<file path="src/rtl/dmem_port_arbiter_pkg.sv">
// Shared definitions for the data-memory port arbiter.
//   arb_state_e : FSM encodings (ST_IDLE, ST_DMA_BURST)
//   owner_e     : which requester owns the in-flight read (OWNER_CORE, OWNER_DMA)
//   cnt_width() : bits needed to hold the values 0 .. max_count-1 (at least 1)
package dmem_port_arbiter_pkg;

  typedef enum logic {
    ST_IDLE      = 1'b0,
    ST_DMA_BURST = 1'b1
  } arb_state_e;

  typedef enum logic {
    OWNER_CORE = 1'b0,
    OWNER_DMA  = 1'b1
  } owner_e;

  function automatic int cnt_width(input int max_count);
    return (max_count > 1) ? $clog2(max_count) : 1;
  endfunction

endpackage

</file>
<file path="src/rtl/dmem_port_arbiter_sat_counter.sv">
// arb_sat_counter: up-counter that saturates at MAX, with synchronous clear.
// Clear has priority over increment.
// Ports:
//   clk, rst_n : clock, asynchronous active-low reset (count -> 0)
//   clr        : synchronous clear to 0
//   inc        : increment by one unless already at MAX
//   cnt        : current count
module arb_sat_counter #(
  parameter int W   = 4,
  parameter int MAX = 15
) (
  input  logic         clk,
  input  logic         rst_n,
  input  logic         clr,
  input  logic         inc,
  output logic [W-1:0] cnt
);

  always_ff @(posedge clk or negedge rst_n) begin
    if (!rst_n) begin
      cnt <= '0;
    end else if (clr) begin
      cnt <= '0;
    end else if (inc && (cnt != W'(MAX))) begin
      cnt <= cnt + W'(1);
    end
  end

endmodule

</file>
<file path="src/rtl/dmem_port_arbiter.sv">
// dmem_port_arbiter: shares the single data-memory port between the core
// load/store path and a DMA/debug loader. One requester is granted per cycle;
// the memory is synchronous-read, so read data returns the cycle after grant.
//
// Ports:
//   clk, rst_n                    clock, asynchronous active-low reset
//   core_req/we/addr/wdata        core request side
//   core_gnt, core_stall          combinational grant; stall = req & ~gnt
//   core_rvalid, core_rdata       read return (0 when not the read owner)
//   dma_req/we/addr/wdata/last    DMA request side, dma_last marks final beat
//   dma_gnt                       combinational grant
//   dma_rvalid, dma_rdata         read return (0 when not the read owner)
//   mem_addr/we/din, mem_dout     data_mem interface
//   perf_stall_cnt, perf_dma_beats  only with DMEM_ARB_PERF_EN defined
//
// Build option: `define DMEM_ARB_PERF_EN adds the two wrapping perf counters.
//
// state        | meaning
// ST_IDLE      | core has priority; DMA wins only once starved for DMA_STARVE-1 cycles
// ST_DMA_BURST | DMA owns the port until dma_last or the MAX_BURST cap; core blocked
module dmem_port_arbiter
  import dmem_port_arbiter_pkg::*;
#(
  parameter int ADDR_W     = 32,
  parameter int DATA_W     = 32,
  parameter int MAX_BURST  = 8,
  parameter int DMA_STARVE = 16
) (
  input  logic                clk,
  input  logic                rst_n,
  input  logic                core_req,
  input  logic [DATA_W/8-1:0] core_we,
  input  logic [ADDR_W-1:0]   core_addr,
  input  logic [DATA_W-1:0]   core_wdata,
  output logic                core_gnt,
  output logic                core_stall,
  output logic                core_rvalid,
  output logic [DATA_W-1:0]   core_rdata,
  input  logic                dma_req,
  input  logic [DATA_W/8-1:0] dma_we,
  input  logic [ADDR_W-1:0]   dma_addr,
  input  logic [DATA_W-1:0]   dma_wdata,
  input  logic                dma_last,
  output logic                dma_gnt,
  output logic                dma_rvalid,
  output logic [DATA_W-1:0]   dma_rdata,
  output logic [ADDR_W-1:0]   mem_addr,
  output logic [DATA_W/8-1:0] mem_we,
  output logic [DATA_W-1:0]   mem_din,
  input  logic [DATA_W-1:0]   mem_dout
`ifdef DMEM_ARB_PERF_EN
  ,
  output logic [31:0]         perf_stall_cnt,
  output logic [31:0]         perf_dma_beats
`endif
);

  localparam int BW = cnt_width(MAX_BURST);
  localparam int SW = cnt_width(DMA_STARVE);

  arb_state_e state_q, state_d;
  owner_e     owner_q;
  logic       rd_q;
  logic       fair_q;
  logic [BW-1:0] beat_cnt;
  logic [SW-1:0] starve_cnt;
  logic       starve_hit, beat_cap;

  assign starve_hit = (starve_cnt == SW'(DMA_STARVE - 1));
  assign beat_cap   = (beat_cnt == BW'(MAX_BURST - 1));

  // beat_cnt is always 0 in IDLE, so an IDLE grant is beat 0 and only caps
  // immediately when MAX_BURST == 1.
  arb_sat_counter #(.W(BW), .MAX(MAX_BURST - 1)) u_beat_cnt (
    .clk   (clk),
    .rst_n (rst_n),
    .clr   (dma_gnt & (dma_last | beat_cap)),
    .inc   (dma_gnt),
    .cnt   (beat_cnt)
  );

  arb_sat_counter #(.W(SW), .MAX(DMA_STARVE - 1)) u_starve_cnt (
    .clk   (clk),
    .rst_n (rst_n),
    .clr   (dma_gnt),
    .inc   (dma_req & ~dma_gnt),
    .cnt   (starve_cnt)
  );

  always_ff @(posedge clk or negedge rst_n) begin
    if (!rst_n) begin
      state_q <= ST_IDLE;
      fair_q  <= 1'b0;
      rd_q    <= 1'b0;
      owner_q <= OWNER_CORE;
    end else begin
      state_q <= state_d;
      // A cap exit (not a natural dma_last end) hands the next IDLE cycle to the core.
      fair_q  <= dma_gnt & beat_cap & ~dma_last;
      rd_q    <= (core_gnt & (core_we == '0)) | (dma_gnt & (dma_we == '0));
      if (core_gnt | dma_gnt) begin
        owner_q <= dma_gnt ? OWNER_DMA : OWNER_CORE;
      end
    end
  end

  // Grants are forced low while rst_n is asserted, independent of the clock.
  always_comb begin
    state_d  = state_q;
    core_gnt = 1'b0;
    dma_gnt  = 1'b0;
    if (rst_n) begin
      unique case (state_q)
        ST_IDLE: begin
          core_gnt = core_req & ~(dma_req & starve_hit & ~fair_q);
          dma_gnt  = dma_req & ~core_gnt;
          if (dma_gnt && !dma_last && !beat_cap) begin
            state_d = ST_DMA_BURST;
          end
        end
        ST_DMA_BURST: begin
          dma_gnt = dma_req;
          if (dma_gnt && (dma_last || beat_cap)) begin
            state_d = ST_IDLE;
          end
        end
        default: state_d = ST_IDLE;
      endcase
    end
  end

  assign core_stall = core_req & ~core_gnt & rst_n;

  always_comb begin
    mem_we   = '0;
    mem_addr = '0;
    mem_din  = '0;
    if (dma_gnt) begin
      mem_addr = dma_addr;
      mem_din  = dma_wdata;
      mem_we   = dma_we;
    end else if (rst_n) begin
      mem_addr = core_addr;
      mem_din  = core_wdata;
      if (core_gnt) begin
        mem_we = core_we;
      end
    end
  end

  assign core_rvalid = rd_q & (owner_q == OWNER_CORE);
  assign dma_rvalid  = rd_q & (owner_q == OWNER_DMA);
  assign core_rdata  = core_rvalid ? mem_dout : '0;
  assign dma_rdata   = dma_rvalid ? mem_dout : '0;

`ifdef DMEM_ARB_PERF_EN
  always_ff @(posedge clk or negedge rst_n) begin
    if (!rst_n) begin
      perf_stall_cnt <= '0;
      perf_dma_beats <= '0;
    end else begin
      if (core_stall) perf_stall_cnt <= perf_stall_cnt + 32'd1;
      if (dma_gnt)    perf_dma_beats <= perf_dma_beats + 32'd1;
    end
  end
`endif

endmodule
</file>
<file path="config.mk">
export PLATFORM = sky130hd
export DESIGN_NAME = dmem_port_arbiter
export DESIGN_NICKNAME = d
export VERILOG_FILES = /design/src/rtl/dmem_port_arbiter_pkg.sv /design/src/rtl/dmem_port_arbiter_sat_counter.sv /design/src/rtl/dmem_port_arbiter.sv
export SDC_FILE = /design/constraint.sdc
export NUM_CORES = 1
export LEC_CHECK = 0
export BUFFER_PORTS_ARGS = -buffer_cell sky130_fd_sc_hd__buf_4
export CAP_MARGIN = 25
export CORE_AREA = 10 10 112 114
export DETAILED_ROUTE_END_ITERATION = 8
export DIE_AREA = 0 0 122 124
export PLACE_DENSITY_LB_ADDON = 0.2
export SYNTH_ARGS = -nofsm -noshare
export SYNTH_HDL_FRONTEND = slang
export SYNTH_HIERARCHICAL = 1
export SYNTH_SLANG_ARGS = --single-unit
</file>
<file path="constraint.sdc">
create_clock -name clk -period 2.3 [get_ports clk]
set_clock_uncertainty 0.05 [all_clocks]
set_input_delay 0.345 -clock clk [delete_from_list [all_inputs] [get_ports clk]]
set_output_delay 0.345 -clock clk [all_outputs]
set_load 0.05 [all_outputs]
</file>
## After elaboration in Yosys (flattened, before gate mapping)

Index checks and enable logic that the tools add are counted.

| cells by class | value |
|---|---|
| $add $sub $neg | 2 |
| eq/ne operators | 4 |
| mux-type cells | 21 |
| bitwise gates (word level) | 25 |
| reduce and logical (&&, ||, !) cells | 12 |

Operators with widths:

| cell | count |
|---|---|
| 32-bit 2-to-1 mux | 6 |
| 4-bit 2-to-1 mux | 5 |
| 1-bit AND | 14 |
| 4-bit zero test | 2 |
| 1-bit NOT | 8 |
| 1-bit 2-to-1 mux | 6 |
| 3-bit 2-to-1 mux | 2 |
| 1-bit logical AND | 5 |
| 4-bit by 1-bit adder with 4-bit output (second input constant) | 1 |
| 4-bit equality test (second input constant) | 1 |
| 4-bit != test (second input constant) | 1 |
| 1-bit one-hot mux with 2 select lines | 2 |
| 2-bit nonzero test | 2 |
| 3-bit by 1-bit adder with 3-bit output (second input constant) | 1 |
| 3-bit equality test (second input constant) | 1 |
| 3-bit != test (second input constant) | 1 |
| 1-bit bitwise OR | 3 |
| 1-bit zero test | 2 |
| 1-bit logical OR | 1 |

| word-level totals | value |
|---|---|
| register bits | 11 |
| bits of input ports | 173 |
| word-level logic and storage cells | 70 |

## Depth between registers and ports, before layout

| depth | value |
|---|---|
| depth after elaboration | 14 |
| depth in mapped cells | 7 |
| mapped depth without buffers | 6 |

## Cells and area by module

The synthesis kept the hierarchy.

Modules (own cells, without submodules):

| module | times used | cells each | area an instance (µm²) | seq. area each (µm²) |
|---|---|---|---|---|
| dmem_port_arbiter | 1 | 435 | 3201.8 | 100.1 |
| arb_sat_counter (u_starve_cnt) | 1 | 20 | 229.0 | 100.1 |
| arb_sat_counter (u_beat_cnt) | 1 | 15 | 183.9 | 75.1 |

## Worst setup path before layout

Ideal clock, no wire load.

| path | value |
|---|---|
| path type | reg2out |
| start | register u_starve_cnt.cnt[2] |
| end | output port mem_addr[28] |
| arrival time | 2.283 ns |
| required time | 1.905 ns |
| path slack | -0.378 ns |
| cell stages (with the launch flop) | 6 |
| buffers on the path | 2 |
| cells stage by stage | dfrtp_1 > and4_4 > buf_6 > and2_4 > buf_4 > o311ai_1 |

| between the ends | value |
|---|---|
| longest elaborated chain between the ends | 10 |

RTL lines:

| element | RTL line | text |
|---|---|---|
| from (decl) | dmem_port_arbiter_sat_counter.sv:16 | `output logic [W-1:0] cnt` |
| from (signal assigned) | dmem_port_arbiter_sat_counter.sv:25 | `cnt <= cnt + W'(1);` |
| 4-bit equality test | dmem_port_arbiter.sv:69 | `assign starve_hit = (starve_cnt == SW'(DMA_STARVE - 1));` |
| 1-bit AND (2 in series) | dmem_port_arbiter.sv:115 | `core_gnt = core_req & ~(dma_req & starve_hit & ~fair_q);` |
| 1-bit NOT | dmem_port_arbiter.sv:115 |  |
| 1-bit AND | dmem_port_arbiter.sv:115 |  |
| 1-bit NOT | dmem_port_arbiter.sv:116 | `dma_gnt = dma_req & ~core_gnt;` |
| 1-bit AND | dmem_port_arbiter.sv:116 |  |
| 1-bit one-hot mux with 2 select lines | dmem_port_arbiter.sv:113 | `unique case (state_q)` |
| 1-bit 2-to-1 mux | dmem_port_arbiter.sv:112 | `if (rst_n) begin` |
| 32-bit 2-to-1 mux | dmem_port_arbiter.sv:138 | `if (dma_gnt) begin` |
| to (decl) | dmem_port_arbiter.sv:47 | `output logic [ADDR_W-1:0] mem_addr,` |

Every way passes these cells.

## Worst setup path after layout

| path | value |
|---|---|
| start | register u_starve_cnt.cnt[2] |
| end | output port mem_we[0] |

| between the ends | value |
|---|---|
| longest elaborated chain between the ends | 10 |

RTL lines:

| element | RTL line | text |
|---|---|---|
| 4-bit equality test * | dmem_port_arbiter.sv:69 |  |
| 1-bit AND * (2 in series) | dmem_port_arbiter.sv:115 |  |
| 1-bit NOT * | dmem_port_arbiter.sv:115 |  |
| 1-bit AND * | dmem_port_arbiter.sv:115 |  |
| 1-bit NOT or 1-bit 2-to-1 mux (tied branches) | dmem_port_arbiter.sv:116, dmem_port_arbiter.sv:113 |  |
| 1-bit AND or 1-bit 2-to-1 mux (tied branches) | dmem_port_arbiter.sv:116, dmem_port_arbiter.sv:112 |  |
| 1-bit one-hot mux with 2 select lines or 4-bit 2-to-1 mux (tied branches) | dmem_port_arbiter.sv:113, dmem_port_arbiter.sv:145 |  |
| 1-bit 2-to-1 mux or 4-bit 2-to-1 mux (tied branches) | dmem_port_arbiter.sv:112, dmem_port_arbiter.sv:142 |  |
| 4-bit 2-to-1 mux * | dmem_port_arbiter.sv:138 |  |
| to (decl) | dmem_port_arbiter.sv:48 | `output logic [DATA_W/8-1:0] mem_we,` |

Mark *: on every way between the ends. The rest lies on a longest branch, timed or not.

==> results_tabular.tex <==
\begin{tabular}{lr}
\hline
Metric & Value \\
\hline
\multicolumn{2}{l}{\textbf{Clock network}} \\
Clock latency at the later pin of the worst-skew pair & 0.23 ns \\
CTS Sinks & 11 \\
Clock transition time at the flip-flop clock pins of the worst setup and hold paths & 0.05 ns \\
Clock tree from TritonCTS & yes \\
Clk root buf & sky130\_fd\_sc\_hd\_\_clkbuf\_8 \\
Clock tree buffer depth & 2 \\
Total CTS buffers & 3 \\
Max H-tree Level & 1 \\
CTS Hold Bufs & 0 \\
\multicolumn{2}{l}{\textbf{Floorplan}} \\
Full die area & 15100 sq um \\
Number of core rows & 37 \\
Count of pins on the block boundary & between 300 and 400 \\
Die W & between 100 and 150 um \\
Initial core utilization & about a third \\
Height of the die & $\sim$120 um \\
Placeable core area & 10200 sq um \\
\multicolumn{2}{l}{\textbf{GRT}} \\
Layer with the highest usage after global routing & met2 \\
Maximum number of pins on one net before global-route repair & 150 \\
Vias in the first global route & slightly above 5000 \\
GRT met1 Usage & $\sim$25\% \\
Number of antenna violations at the first check in global routing & 0 \\
GRT Total Usage & between 20\% and 30\% \\
Met2 Use GR & 41.2\% \\
Gr ovfl total & 0 \\
Global-route wire length before repair & 28.5 mm \\
Met3 demand-to-capacity share in global routing & slightly above 7\% \\
\multicolumn{2}{l}{\textbf{Layout}} \\
Final net count & just over 900 \\
Layout cells sized above 1 & 56.6\% \\
Area taken by multi-input logic gates & approximately 3500 sq um \\
Most common cell after layout, fill and taps aside & sky130\_fd\_sc\_hd\_\_buf\_4 \\
Fillers & 894 \\
Sequential cell area & roughly 280 sq um \\
Utilization of the core after routing & 65.1\% \\
Area growth, synth to finish & 84.3\% \\
Number of antenna repair diodes & 0 \\
Most used cells in the layout excluding fill and tap cells & sky130\_fd\_sc\_hd\_\_buf\_4, sky130\_fd\_sc\_hd\_\_nand2\_1, sky130\_fd\_sc\_hd\_\_nand4\_1, sky130\_fd\_sc\_hd\_\_nand3\_1, sky130\_fd\_sc\_hd\_\_o311ai\_4 \\
\multicolumn{2}{l}{\textbf{STA}} \\
Final hold violations & 0 \\
Setup repair after global routing missed its margin & true \\
Final setup slack of the worst path & 0.0430 ns \\
Max-slew headroom & between 50\% and 60\% \\
Final Cycle Share & 98.1\% \\
Max Transition Viols Final & 0 \\
Worst Tran Pin Value & about 0.63 ns \\
Top achievable clock speed & about 0.44 GHz \\
Post-route minimum period & approximately 2.3 ns \\
Final setup violating endpoints & 0 \\
\multicolumn{2}{l}{\textbf{Synth}} \\
Cell area after synthesis & 3610 sq um \\
Post-synthesis cell type count & 41 \\
Mean post-synth cell area & 7.69 sq um \\
Dominant cells by area after synthesis & sky130\_fd\_sc\_hd\_\_o311ai\_2, sky130\_fd\_sc\_hd\_\_nand4\_1, sky130\_fd\_sc\_hd\_\_nand3\_1 \\
Share of the synthesized area in the top cell type & $\sim$22\% \\
Post-Synthesis Net Count & 646 \\
Post-synthesis sequential element count & 11 \\
Portion of the post-synthesis area used by sequential elements & 7.62\% \\
Number of instances in the synthesized netlist & 470 \\
Warnings from Yosys & 6 \\
Cell type contributing the most total cell area after synthesis & sky130\_fd\_sc\_hd\_\_o311ai\_2 \\
\multicolumn{2}{l}{\textbf{Routing}} \\
Number of iterations in the first detailed-routing pass & 4 \\
Drt via density & 5.79 \\
Detail Route Antenna Nets & 0 \\
Routed wire per std cell & 22.2 um \\
Aggregate routed wire length & between 15 and 20 mm \\
Drt initial violations & 517 \\
DRC violation count after routing & 0 \\
Via count & 5060 \\
\multicolumn{2}{l}{\textbf{Power}} \\
Clock network fraction of design power & 9.3\% \\
Leak Pwr & 0.00305 uW \\
Internal power summed over all cells & 1000 uW \\
Power per Cell Area & between 300 and 400 nW/um\^{}2 \\
Part of the power in combinational logic & about 75\% \\
Switching share of total power & around half \\
Worst vdd ir & 254 uV \\
Sw Pwr & 1020 uW \\
Sequential cell fraction of total power & 15.3\% \\
\multicolumn{2}{l}{\textbf{Placement}} \\
Post-DP HPWL & between 15 and 20 mm \\
Port buffer count & 309 \\
Last weighted congestion value of the routability-driven placer & 0.960 \\
Worst slack after detailed placement & around 0.16 ns \\
\multicolumn{2}{l}{\textbf{Setup path}} \\
Critical Path RT & roughly 1.9 ns \\
Critical path peak fanout & 7 \\
Data arrival time at the worst-slack endpoint & 1.86 ns \\
Reg-to-reg critical path startpoint & u\_starve\_cnt/cnt[2] \\
R2R Path End & u\_starve\_cnt/cnt[0] \\
Register-to-Register Path Depth & 5 \\
Setup slack, reg-to-reg & roughly 0.24 ns \\
Kind of capture point of the worst setup path & primary output \\
Critical Path Source Type & flip-flop \\
Worst Path Class, Setup & flip-flop to primary output \\
\multicolumn{2}{l}{\textbf{Min path}} \\
Worst min-delay path category & input port to asynchronous set/reset pin \\
\multicolumn{2}{l}{\textbf{Status}} \\
Result of the run & finished clean \\
\multicolumn{2}{l}{\textbf{Job}} \\
Max-cap viol count & 0 \\
\hline
\end{tabular}
repair_timing:
action,4_1_cts,5_1_grt
setup endpoints to repair,43,52
buffers inserted,3,0
gates cloned,0,1
resized for setup,3,26
pin swaps,1,0
power groups by stage:
stage | clock [uW] | sequential (uW) | combinational [uW]
6_report | 188 | 310 | 1530
5_1_grt | 204 | 321 | 1630
4_1_cts | 192 | 309 | 1490
3_5_place_dp | 0 | 312 | 1490
3_3_place_gp | 0 | 304 | 1460
2_1_floorplan | 0 | 299 | 964
sequential cells by signal, summed over array words and instances (netlist names):
| signal | cells |
|---|---|
| fair_q | 1 |
| u_beat_cnt/cnt | 3 |
| owner_q | 1 |
| u_starve_cnt/cnt | 4 |
| state_q | 1 |
| rd_q | 1 |
cell families (layout without fill, tap and decap cells):
kind of cell / Yosys count / in the layout / share of synthesized area [%]
adder cells (fa/ha/maj): 3 / 3 / 1.04
AND/OR/NAND/NOR: 302 / 302 / 45.5
flip-flops: 11 / 11 / 7.61
buffers and inverters: 71 / 339 / 10.6
multiplexers: 8 / 8 / 2.49
AO/OA/AOI/OAI: 75 / 75 / 32.7
synth_stat cells:
cell type                   number
sky130_fd_sc_hd__and2_1         35
sky130_fd_sc_hd__buf_6          12
sky130_fd_sc_hd__nand2b_1        5
sky130_fd_sc_hd__and4b_2         1
sky130_fd_sc_hd__o311ai_4       10
sky130_fd_sc_hd__a21oi_2         1
sky130_fd_sc_hd__a31oi_1         1
sky130_fd_sc_hd__inv_2           1
sky130_fd_sc_hd__nand2_1        75
sky130_fd_sc_hd__nor2b_4         2
sky130_fd_sc_hd__nor2_1          5
sky130_fd_sc_hd__and3_4          1
sky130_fd_sc_hd__mux2i_1         6
sky130_fd_sc_hd__nor3_1          5
sky130_fd_sc_hd__o311ai_1        4
sky130_fd_sc_hd__ha_1            3
sky130_fd_sc_hd__nand4_1        65
sky130_fd_sc_hd__nand4bb_1       2
sky130_fd_sc_hd__o21a_1          1
sky130_fd_sc_hd__and2_4          1
sky130_fd_sc_hd__nor2b_1         3
sky130_fd_sc_hd__o21ai_0         1
sky130_fd_sc_hd__a32oi_1         1
sky130_fd_sc_hd__and2b_1         1
sky130_fd_sc_hd__buf_2           7
sky130_fd_sc_hd__buf_1           1
sky130_fd_sc_hd__and3_1         32
sky130_fd_sc_hd__a21oi_1         3
sky130_fd_sc_hd__clkbuf_1       46
sky130_fd_sc_hd__or2_0           1
sky130_fd_sc_hd__nand3_1        65
sky130_fd_sc_hd__mux2_4          2
sky130_fd_sc_hd__inv_1           1
sky130_fd_sc_hd__buf_8           1
sky130_fd_sc_hd__nor4_1          2
sky130_fd_sc_hd__o311ai_2       50
sky130_fd_sc_hd__o211a_1         1
sky130_fd_sc_hd__and4_4          1
sky130_fd_sc_hd__buf_4           2
sky130_fd_sc_hd__o21ai_1         2
sky130_fd_sc_hd__dfrtp_1        11
routing by layer:
metal | vias to the layer above | wire length, um | share of wire, %
li1 | 2358 | - | -
met1 | 2408 | 6910 | 36
met4 | 0 | 557 | 2.9
met2 | 260 | 9840 | 51
met3 | 34 | 2050 | 11
met5 | - | 0 | 0
through the flow:
step           instance area, sq um  TNS [ns]  instances  hold WS, ns  total power (uW)
6_report                       6660         0        874        0.125              2030
4_1_cts                        6500         0        873        0.173              1990
5_1_grt                        6660    -0.181        874        0.178              2150
3_5_place_dp                   6420         0        866        0.416              1800
2_1_floorplan                  4040     -1.53        470    -0.000591              1260
3_3_place_gp                   6420         0        866        0.412              1760
worst max-delay path, cell delays in order (launching register included):
cell and delay, ns:
sky130_fd_sc_hd__dfrtp_1 0.42, sky130_fd_sc_hd__and4_4 0.25, sky130_fd_sc_hd__a21oi_2 0.46, sky130_fd_sc_hd__mux2i_2 0.27, sky130_fd_sc_hd__buf_4 0.23
area by class of cell:
class / instances / area share [%]
timing repair buffer: 333 / 40.7
clock buffer: 4 / 0.676
sequential: 11 / 4.13
multi-input combinational: 388 / 51.8
tap: 136 / 2.55
inverter: 2 / 0.113
worst max-delay path by stage:
| stage | slack, ns | depth (start not counted) | endpoint | startpoint |
|---|---|---|---|---|
| detailed placement | 0.16 | 6 | u_beat_cnt/cnt[0] | rst_n |
| global placement | 0.18 | 6 | mem_din[16] | dma_req |
| global route | -0.04 | 4 | mem_we[1] | u_starve_cnt/cnt[2] |
| floorplan | -0.38 | 5 | mem_addr[28] | u_starve_cnt/cnt[2] |
| finish | 0.04 | 4 | mem_we[0] | u_starve_cnt/cnt[2] |
| CTS | 0.03 | 5 | mem_din[26] | u_starve_cnt/cnt[3] |
Power figures use the tool's default switching activity.
